`src/rtl/vdp_port_arbiter.sv`:
```
// -----------------------------------------------------------------------------
// vdp_port_arbiter
//
// Shares the F18A/TMS9918A CPU port between the Apple II bus and an internal
// host (valid/ready). Apple writes are captured in a one-entry holding
// register and cannot be stalled. Apple reads pass through combinationally.
// Every internal access produces one csw/csr strobe of CSW_CYCLES cycles,
// followed by RECOVERY_CYCLES idle cycles. Host accesses may start only early
// in phi1, so they finish before the Apple can touch the port again.
//
// Ports:
//   clk_logic_i      logic clock (a2bus clk_logic)
//   reset_i          asynchronous active-high reset
//   phi0_i           Apple phi0 level, synchronous to clk_logic_i
//   apple_wr_stb_i   one-cycle pulse: Apple write to the VDP port
//   apple_mode_i     VDP mode bit (addr[0]) for the Apple access
//   apple_data_i     Apple write data
//   apple_rd_i       level: Apple read of the VDP port
//   host_valid_i     host request valid
//   host_ready_o     host request accepted this cycle
//   host_we_i        host access is a write (1) or a read (0)
//   host_mode_i      VDP mode bit for the host access
//   host_data_i      host write data
//   rsp_valid_o      one-cycle pulse: host read data valid
//   rsp_data_o       host read data, held until the next host read
//   vdp_csw_n_o      VDP write strobe (active low)
//   vdp_csr_n_o      VDP read strobe (active low)
//   vdp_mode_o       VDP mode bit
//   vdp_cd_o         VDP write data
//   vdp_cd_i         VDP read data
//   busy_o           arbiter is not idle
//   overrun_o        sticky: an Apple write was overwritten before issue
// -----------------------------------------------------------------------------
module vdp_port_arbiter #(
    parameter int CSW_CYCLES      = 4,
    parameter int RECOVERY_CYCLES = 4,
    parameter int START_GUARD     = 12
) (
    input  logic       clk_logic_i,
    input  logic       reset_i,
    input  logic       phi0_i,
    input  logic       apple_wr_stb_i,
    input  logic       apple_mode_i,
    input  logic [7:0] apple_data_i,
    input  logic       apple_rd_i,
    input  logic       host_valid_i,
    output logic       host_ready_o,
    input  logic       host_we_i,
    input  logic       host_mode_i,
    input  logic [7:0] host_data_i,
    output logic       rsp_valid_o,
    output logic [7:0] rsp_data_o,
    output logic       vdp_csw_n_o,
    output logic       vdp_csr_n_o,
    output logic       vdp_mode_o,
    output logic [7:0] vdp_cd_o,
    input  logic [7:0] vdp_cd_i,
    output logic       busy_o,
    output logic       overrun_o
);

    typedef enum logic [2:0] {
        ST_IDLE    = 3'd0,
        ST_A_WR    = 3'd1,
        ST_H_WR    = 3'd2,
        ST_H_RD    = 3'd3,
        ST_RECOVER = 3'd4
    } state_t;

    localparam logic [7:0] CSW_LAST = 8'(CSW_CYCLES - 1);
    localparam logic [7:0] REC_LAST = 8'(RECOVERY_CYCLES - 1);
    localparam logic [7:0] GUARD    = 8'(START_GUARD);
    localparam logic [7:0] CNT_MAX  = 8'hFF;

    state_t     state_r;
    state_t     next_state_s;
    logic [7:0] cnt_r;
    logic [7:0] cnt_nxt_s;

    logic       phi0_d_r;
    logic       rd_d_r;
    logic [7:0] phi1_cnt_r;
    logic       pend_r;
    logic       pend_mode_r;
    logic [7:0] pend_data_r;
    logic       overrun_r;

    logic       csw_n_r;
    logic       csr_n_r;
    logic       mode_r;
    logic [7:0] cd_r;
    logic       rsp_valid_r;
    logic [7:0] rsp_data_r;

    logic       phi0_fall_s;
    logic       rd_fall_s;
    logic       rd_hold_s;
    logic       idle_s;
    logic [7:0] phi1_pos_s;
    logic       window_s;
    logic       issue_apple_s;
    logic       host_accept_s;
    logic       apple_mode_s;
    logic [7:0] apple_data_s;
    logic       rd_path_s;

    logic       csw_n_nxt_s;
    logic       csr_n_nxt_s;
    logic       mode_nxt_s;
    logic [7:0] cd_nxt_s;
    logic       rsp_valid_nxt_s;
    logic [7:0] rsp_data_nxt_s;

    assign phi0_fall_s = phi0_d_r & ~phi0_i;
    assign rd_fall_s   = rd_d_r & ~apple_rd_i;
    // An Apple read in progress, or the cycle right after it, must not be
    // overlapped by an internal strobe.
    assign rd_hold_s   = apple_rd_i | rd_fall_s;
    assign idle_s      = (state_r == ST_IDLE);

    // Position inside phi1: the falling cycle itself is position 0, so the
    // register holds the position of the following cycle.
    assign phi1_pos_s  = phi0_fall_s ? 8'd0 : phi1_cnt_r;
    assign window_s    = ~phi0_i & (phi1_pos_s < GUARD) & ~apple_rd_i & ~pend_r;

    // A strobe arriving while idle bypasses the holding register so the
    // write strobe starts on the very next cycle.
    assign apple_mode_s  = apple_wr_stb_i ? apple_mode_i : pend_mode_r;
    assign apple_data_s  = apple_wr_stb_i ? apple_data_i : pend_data_r;
    assign issue_apple_s = idle_s & (pend_r | apple_wr_stb_i) & ~rd_hold_s;
    assign host_accept_s = idle_s & ~apple_wr_stb_i & ~rd_fall_s & window_s & host_valid_i;

    assign rd_path_s     = apple_rd_i & (idle_s | (state_r == ST_RECOVER));

    assign host_ready_o  = host_accept_s;
    assign vdp_csw_n_o   = csw_n_r;
    assign vdp_csr_n_o   = csr_n_r & ~rd_path_s;
    assign vdp_mode_o    = rd_path_s ? apple_mode_i : mode_r;
    assign vdp_cd_o      = cd_r;
    assign rsp_valid_o   = rsp_valid_r;
    assign rsp_data_o    = rsp_data_r;
    assign busy_o        = ~idle_s;
    assign overrun_o     = overrun_r;

    // Phase tracking, Apple edge history and the Apple write holding register.
    always_ff @(posedge clk_logic_i or posedge reset_i) begin
        if (reset_i) begin
            phi0_d_r    <= 1'b0;
            rd_d_r      <= 1'b0;
            phi1_cnt_r  <= 8'd0;
            pend_r      <= 1'b0;
            pend_mode_r <= 1'b0;
            pend_data_r <= 8'd0;
            overrun_r   <= 1'b0;
        end else begin
            phi0_d_r <= phi0_i;
            rd_d_r   <= apple_rd_i;
            if (phi0_fall_s) begin
                phi1_cnt_r <= 8'd1;
            end else if (~phi0_i && (phi1_cnt_r != CNT_MAX)) begin
                phi1_cnt_r <= phi1_cnt_r + 8'd1;
            end else begin
                phi1_cnt_r <= phi1_cnt_r;
            end
            if (issue_apple_s) begin
                pend_r <= 1'b0;
            end else if (apple_wr_stb_i) begin
                pend_r      <= 1'b1;
                pend_mode_r <= apple_mode_i;
                pend_data_r <= apple_data_i;
            end else begin
                pend_r <= pend_r;
            end
            // A new strobe while an earlier one is still unissued loses data.
            if (apple_wr_stb_i && pend_r) begin
                overrun_r <= 1'b1;
            end else begin
                overrun_r <= overrun_r;
            end
        end
    end

    // FSM state and cycle counter register.
    always_ff @(posedge clk_logic_i or posedge reset_i) begin
        if (reset_i) begin
            state_r <= ST_IDLE;
            cnt_r   <= 8'd0;
        end else begin
            state_r <= next_state_s;
            cnt_r   <= cnt_nxt_s;
        end
    end

    // Next-state and counter logic.
    always_comb begin
        next_state_s = state_r;
        cnt_nxt_s    = cnt_r;
        case (state_r)
            ST_IDLE: begin
                cnt_nxt_s = 8'd0;
                if (rd_fall_s) begin
                    next_state_s = ST_RECOVER;
                end else if (issue_apple_s) begin
                    next_state_s = ST_A_WR;
                end else if (host_accept_s) begin
                    next_state_s = host_we_i ? ST_H_WR : ST_H_RD;
                end else begin
                    next_state_s = ST_IDLE;
                end
            end
            ST_A_WR, ST_H_WR, ST_H_RD: begin
                if (cnt_r == CSW_LAST) begin
                    next_state_s = ST_RECOVER;
                    cnt_nxt_s    = 8'd0;
                end else begin
                    cnt_nxt_s = cnt_r + 8'd1;
                end
            end
            ST_RECOVER: begin
                // An Apple read inside recovery keeps restarting the gap.
                if (apple_rd_i) begin
                    cnt_nxt_s = 8'd0;
                end else if (cnt_r == REC_LAST) begin
                    next_state_s = ST_IDLE;
                    cnt_nxt_s    = 8'd0;
                end else begin
                    cnt_nxt_s = cnt_r + 8'd1;
                end
            end
            default: begin
                next_state_s = ST_IDLE;
                cnt_nxt_s    = 8'd0;
            end
        endcase
    end

    // Next values of the registered VDP-side and response outputs.
    always_comb begin
        csw_n_nxt_s = ~((next_state_s == ST_A_WR) | (next_state_s == ST_H_WR));
        csr_n_nxt_s = ~(next_state_s == ST_H_RD);
        if (issue_apple_s) begin
            mode_nxt_s = apple_mode_s;
            cd_nxt_s   = apple_data_s;
        end else if (host_accept_s) begin
            mode_nxt_s = host_mode_i;
            cd_nxt_s   = host_data_i;
        end else begin
            mode_nxt_s = mode_r;
            cd_nxt_s   = cd_r;
        end
        // Read data is captured on the last low cycle of csr_n.
        rsp_valid_nxt_s = (state_r == ST_H_RD) && (cnt_r == CSW_LAST);
        if (rsp_valid_nxt_s) begin
            rsp_data_nxt_s = vdp_cd_i;
        end else begin
            rsp_data_nxt_s = rsp_data_r;
        end
    end

    // Output registers.
    always_ff @(posedge clk_logic_i or posedge reset_i) begin
        if (reset_i) begin
            csw_n_r     <= 1'b1;
            csr_n_r     <= 1'b1;
            mode_r      <= 1'b0;
            cd_r        <= 8'd0;
            rsp_valid_r <= 1'b0;
            rsp_data_r  <= 8'd0;
        end else begin
            csw_n_r     <= csw_n_nxt_s;
            csr_n_r     <= csr_n_nxt_s;
            mode_r      <= mode_nxt_s;
            cd_r        <= cd_nxt_s;
            rsp_valid_r <= rsp_valid_nxt_s;
            rsp_data_r  <= rsp_data_nxt_s;
        end
    end

endmodule

```
`config.mk`:
```
export PLATFORM = sky130hd
export DESIGN_NAME = vdp_port_arbiter
export DESIGN_NICKNAME = d
export VERILOG_FILES = /design/src/rtl/vdp_port_arbiter.sv
export SDC_FILE = /design/constraint.sdc
export NUM_CORES = 1
export LEC_CHECK = 0
export BUFFER_PORTS_ARGS = -buffer_cell sky130_fd_sc_hd__buf_2
export CAP_MARGIN = 20
export CORE_UTILIZATION = 40
export DETAILED_ROUTE_END_ITERATION = 12
export SLEW_MARGIN = 0
export SYNTH_ARGS = -nofsm -noshare
export SYNTH_HDL_FRONTEND = slang
export SYNTH_SLANG_ARGS = --single-unit
```
`constraint.sdc`:
```
create_clock -name clk_logic_i -period 2.6 [get_ports clk_logic_i]
set_input_delay 0.26 -clock clk_logic_i [delete_from_list [all_inputs] [get_ports clk_logic_i]]
set_output_delay 0.26 -clock clk_logic_i [all_outputs]
set_load 0.05 [all_outputs]
```
==> out/metrics.yaml <==
worst_pin_slew_ns: 0.577
whs_ns: -0.00380
grt_setup_unrepaired: "false"
drive_gt1_frac: 0.309
yosys_register_bits: 52
drv.max_cap_violation_count: 0
global_route.usage.total: 0.159
root_buffer: "clkbuf_8"
grt_pass1_vias: 1656
tns_ns: 0
final_setup_violating_endpoints: 0
area_growth_pct: 19.4
cts_buffer_depth: 2
grt_first_pass_wirelength_mm: 7.67
rr_startpoint: "phi1_cnt_r[4]$_DFFE_PP0P_"
critical_path_arrival_ns: 2.15
power.combinational.fraction: 0.345
cellInternalPower_w: 0.00143
timing.critical_path.from_type: "flip-flop"
yosysSeqAreaShare: 0.549
timing.critical_path.required_ns: 2.34
met2_usage: 0.254
detail-route-antenna-nets: 0
fin_skew_ns: 0.0144
timing.critical_path.from: "phi1_cnt_r[4]$_DFFE_PP0P_"
power_frac_clock: 0.201
failing_checks: "negative hold slack"
cts.sink_count: 52
mappedNetlistArea_sq_um: 2370
post-route-min-period_ns: 2.41
status: "finished, violations left"
placement_rows: 27
p_sw_w: 0.000960
max_slew_violation_count: 0
gr-usage-met3: 0.0402
layout.filler_cells: 546
global_route.overflow_total: 0
power.sequential.fraction: 0.454
coreArea_sq_um: 5610
remaining_drc_errors: 0
synth_async_sr_flop_share: 1.00
cts_htree_levels: 2
max_freq_ghz: 0.415
firstDrtPassIters: 4
critPathKind: "flip-flop to output pin"
power_switching_share: 0.402
full_die_area_sq_um: 6250
synthesis.nets: 244
global_route_met1_usage: 0.209
post-route-util: 0.506
final.period_utilization: 0.927
post_drt_via_cell_ratio: 5.09
antenna_found_initial: 0
grt_max_degree: 28
ctsHoldBuffers: 0
worst_hold_path_type: "input pin to asynchronous set/reset pin"
floorplan.initialDensity: 0.423
reg2reg_depth: 5
cts-buffers-inserted: 5
post_drt_wl_per_cell_microns: 13.6
finalWeightedCongestion: 0.813
detailedPlacementHpwl_mm: 3.43
post_synth.cell_area_avg_sq_um: 11.4
p_leak_nw: 1.34
detailedRoute.firstIterationViolations: 110
post_cts.resized_instances: 0
power.density_cell_area_nw_per_um2: 843
postRouteWirelength_mm: 4.62
ys_types: 46
die_h_microns: 79.1
num_vias: 1737
cts_tree: "built"
post_cts_buffers: 0
end_kind: "output pin"
io_pins: 56
die_width_microns: 79.1
yosysWarnings: 0
synthFlopType: "dfrtp_1"
grt-busiest-layer: "met2"
finalNetCount: 303
relative_max_transition_margin: 0.615
vdd_drop_max_uv: 454
synth_edf_count: 0
worst_skew_pair.late_latency_ns: 0.31
cp_max_fo: 5
clkSlewWorstSetupHoldPaths_ns: 0.10
number_of_antenna_repair_diodes: 0
finalHoldViolations: 12
io_buffers: 55
number_of_standard_cells_after_synthesis: 209
[power groups by stage]
stage | Combinational (W) | Clock [W] | Sequential, W
final | 0.000824 | 0.000480 | 0.00109
after detailed placement | 0.000836 | 0 | 0.00110
after CTS | 0.000836 | 0.000501 | 0.00108
after global placement | 0.000825 | 0 | 0.00109
after floorplan | 0.000397 | 0 | 0.00133
after global routing | 0.000892 | 0.000529 | 0.00111
[stage by stage]
stage | cells | hold slack (ns) | cell area (sq um) | worst slack (ns) | total power (W)
2_1_floorplan | 209 | 0.291 | 2370 | 0.729 | 0.00172
3_3_place_gp | 333 | 0.346 | 2740 | 0.540 | 0.00192
6_report | 341 | -0.00380 | 2840 | 0.189 | 0.00239
4_1_cts | 341 | 0.00265 | 2840 | 0.154 | 0.00242
5_1_grt | 341 | 0.0294 | 2840 | 0.0859 | 0.00253
3_5_place_dp | 333 | 0.352 | 2740 | 0.506 | 0.00193
[placed cells by master (no fill, tap or decap), types with 2 or more instances in the layout]
cell / instances
nor3_1: 2
clkbuf_8: 5
ha_1: 2
buf_4: 2
nor2b_1: 4
mux2i_1: 10
o31ai_1: 3
o211ai_1: 2
a221o_1: 9
a21oi_1: 9
nor2_1: 31
and3_1: 3
or2_1: 2
or3_1: 3
and2_1: 3
inv_6: 2
a32oi_1: 2
inv_1: 4
mux2_1: 4
buf_2: 55
dfstp_2: 2
nand2b_1: 2
xor2_1: 8
xnor2_1: 2
mux2_2: 8
nand2_1: 6
nand3_1: 10
dfrtp_1: 50
o21ai_0: 4
[worst max-delay path, cell delays in order (launching register included)]
cell,delay [ns]
dfrtp_1,0.44
or4_4,0.57
o31ai_4,0.31
and3_1,0.24
buf_2,0.28
[kinds of logic after synthesis]
logic type,Yosys count,share of synthesized area
flip-flops,52,0.549
buffers and inverters,11,0.0221
AO/OA/AOI/OAI,34,0.112
AND/OR/NAND/NOR,78,0.171
adder cells (fa/ha/maj),2,0.0105
XOR/XNOR,10,0.0369
multiplexers,22,0.0991
[routing by layer]
metal / vias up / routed length, microns
met2: 30 / 2190
met1: 839 / 2230
met4: 0 / 47
met5: - / 0
met3: 5 / 158
li1: 863 / -
[final timing paths]
path	to	slack [ns]
max	host_ready_o	0.19
min	cnt_r[5]$_DFF_PP0_	-0.004
max reg2reg	mode_r$_DFFE_PP0P_	0.62
min reg2reg	overrun_o$_DFFE_PP0P_	0.48
max in group asynchronous	vdp_csw_n_o$_DFF_PP1_	1.99
min in group clk_logic_i	rd_d_r$_DFF_PP0_	0.14
[cell usage after synthesis, types with 2 or more instances]
master	count	area share
dfstp_2	2	0.022
clkbuf_1	2	0.0032
mux2i_1	10	0.042
or2_1	2	0.0053
ha_1	2	0.011
o31ai_1	3	0.0095
and2_1	3	0.0079
or3_1	3	0.0079
dfrtp_1	50	0.53
mux2_1	4	0.019
nor3_1	2	0.0042
nor2_1	31	0.049
and3_1	3	0.0079
nor2b_1	4	0.011
a221o_1	9	0.038
nand2_1	6	0.0095
nand3_1	10	0.021
buf_1	2	0.0032
a32oi_1	2	0.0074
inv_1	5	0.0079
o211ai_1	2	0.0063
nand2b_1	2	0.0053
xnor2_1	2	0.0074
a21oi_1	9	0.019
o21ai_0	4	0.0084
xor2_1	8	0.030
mux2_2	8	0.038
[sequential cells by signal (all words and copies together), names as in the netlist]
name         flops
rsp_data_o       8
phi0_d_r         1
pend_data_r      8
state_r          3
pend_mode_r      1
vdp_cd_o         8
csr_n_r          1
rd_d_r           1
vdp_csw_n_o      1
phi1_cnt_r       8
overrun_o        1
mode_r           1
cnt_r            8
pend_r           1
rsp_valid_o      1
[final cells by class]
class,instances,area (sq um),area share
Clock buffer,5,68.8,0.0243
Tap cell,72,90.1,0.0318
Timing Repair Buffer,58,310,0.109
Multi-Input combinational cell,146,1020,0.359
Inverter,5,18.8,0.00662
Sequential cell,52,1300,0.460
Clock inverter,3,25.0,0.00883
(Power assumes the default switching activity.)
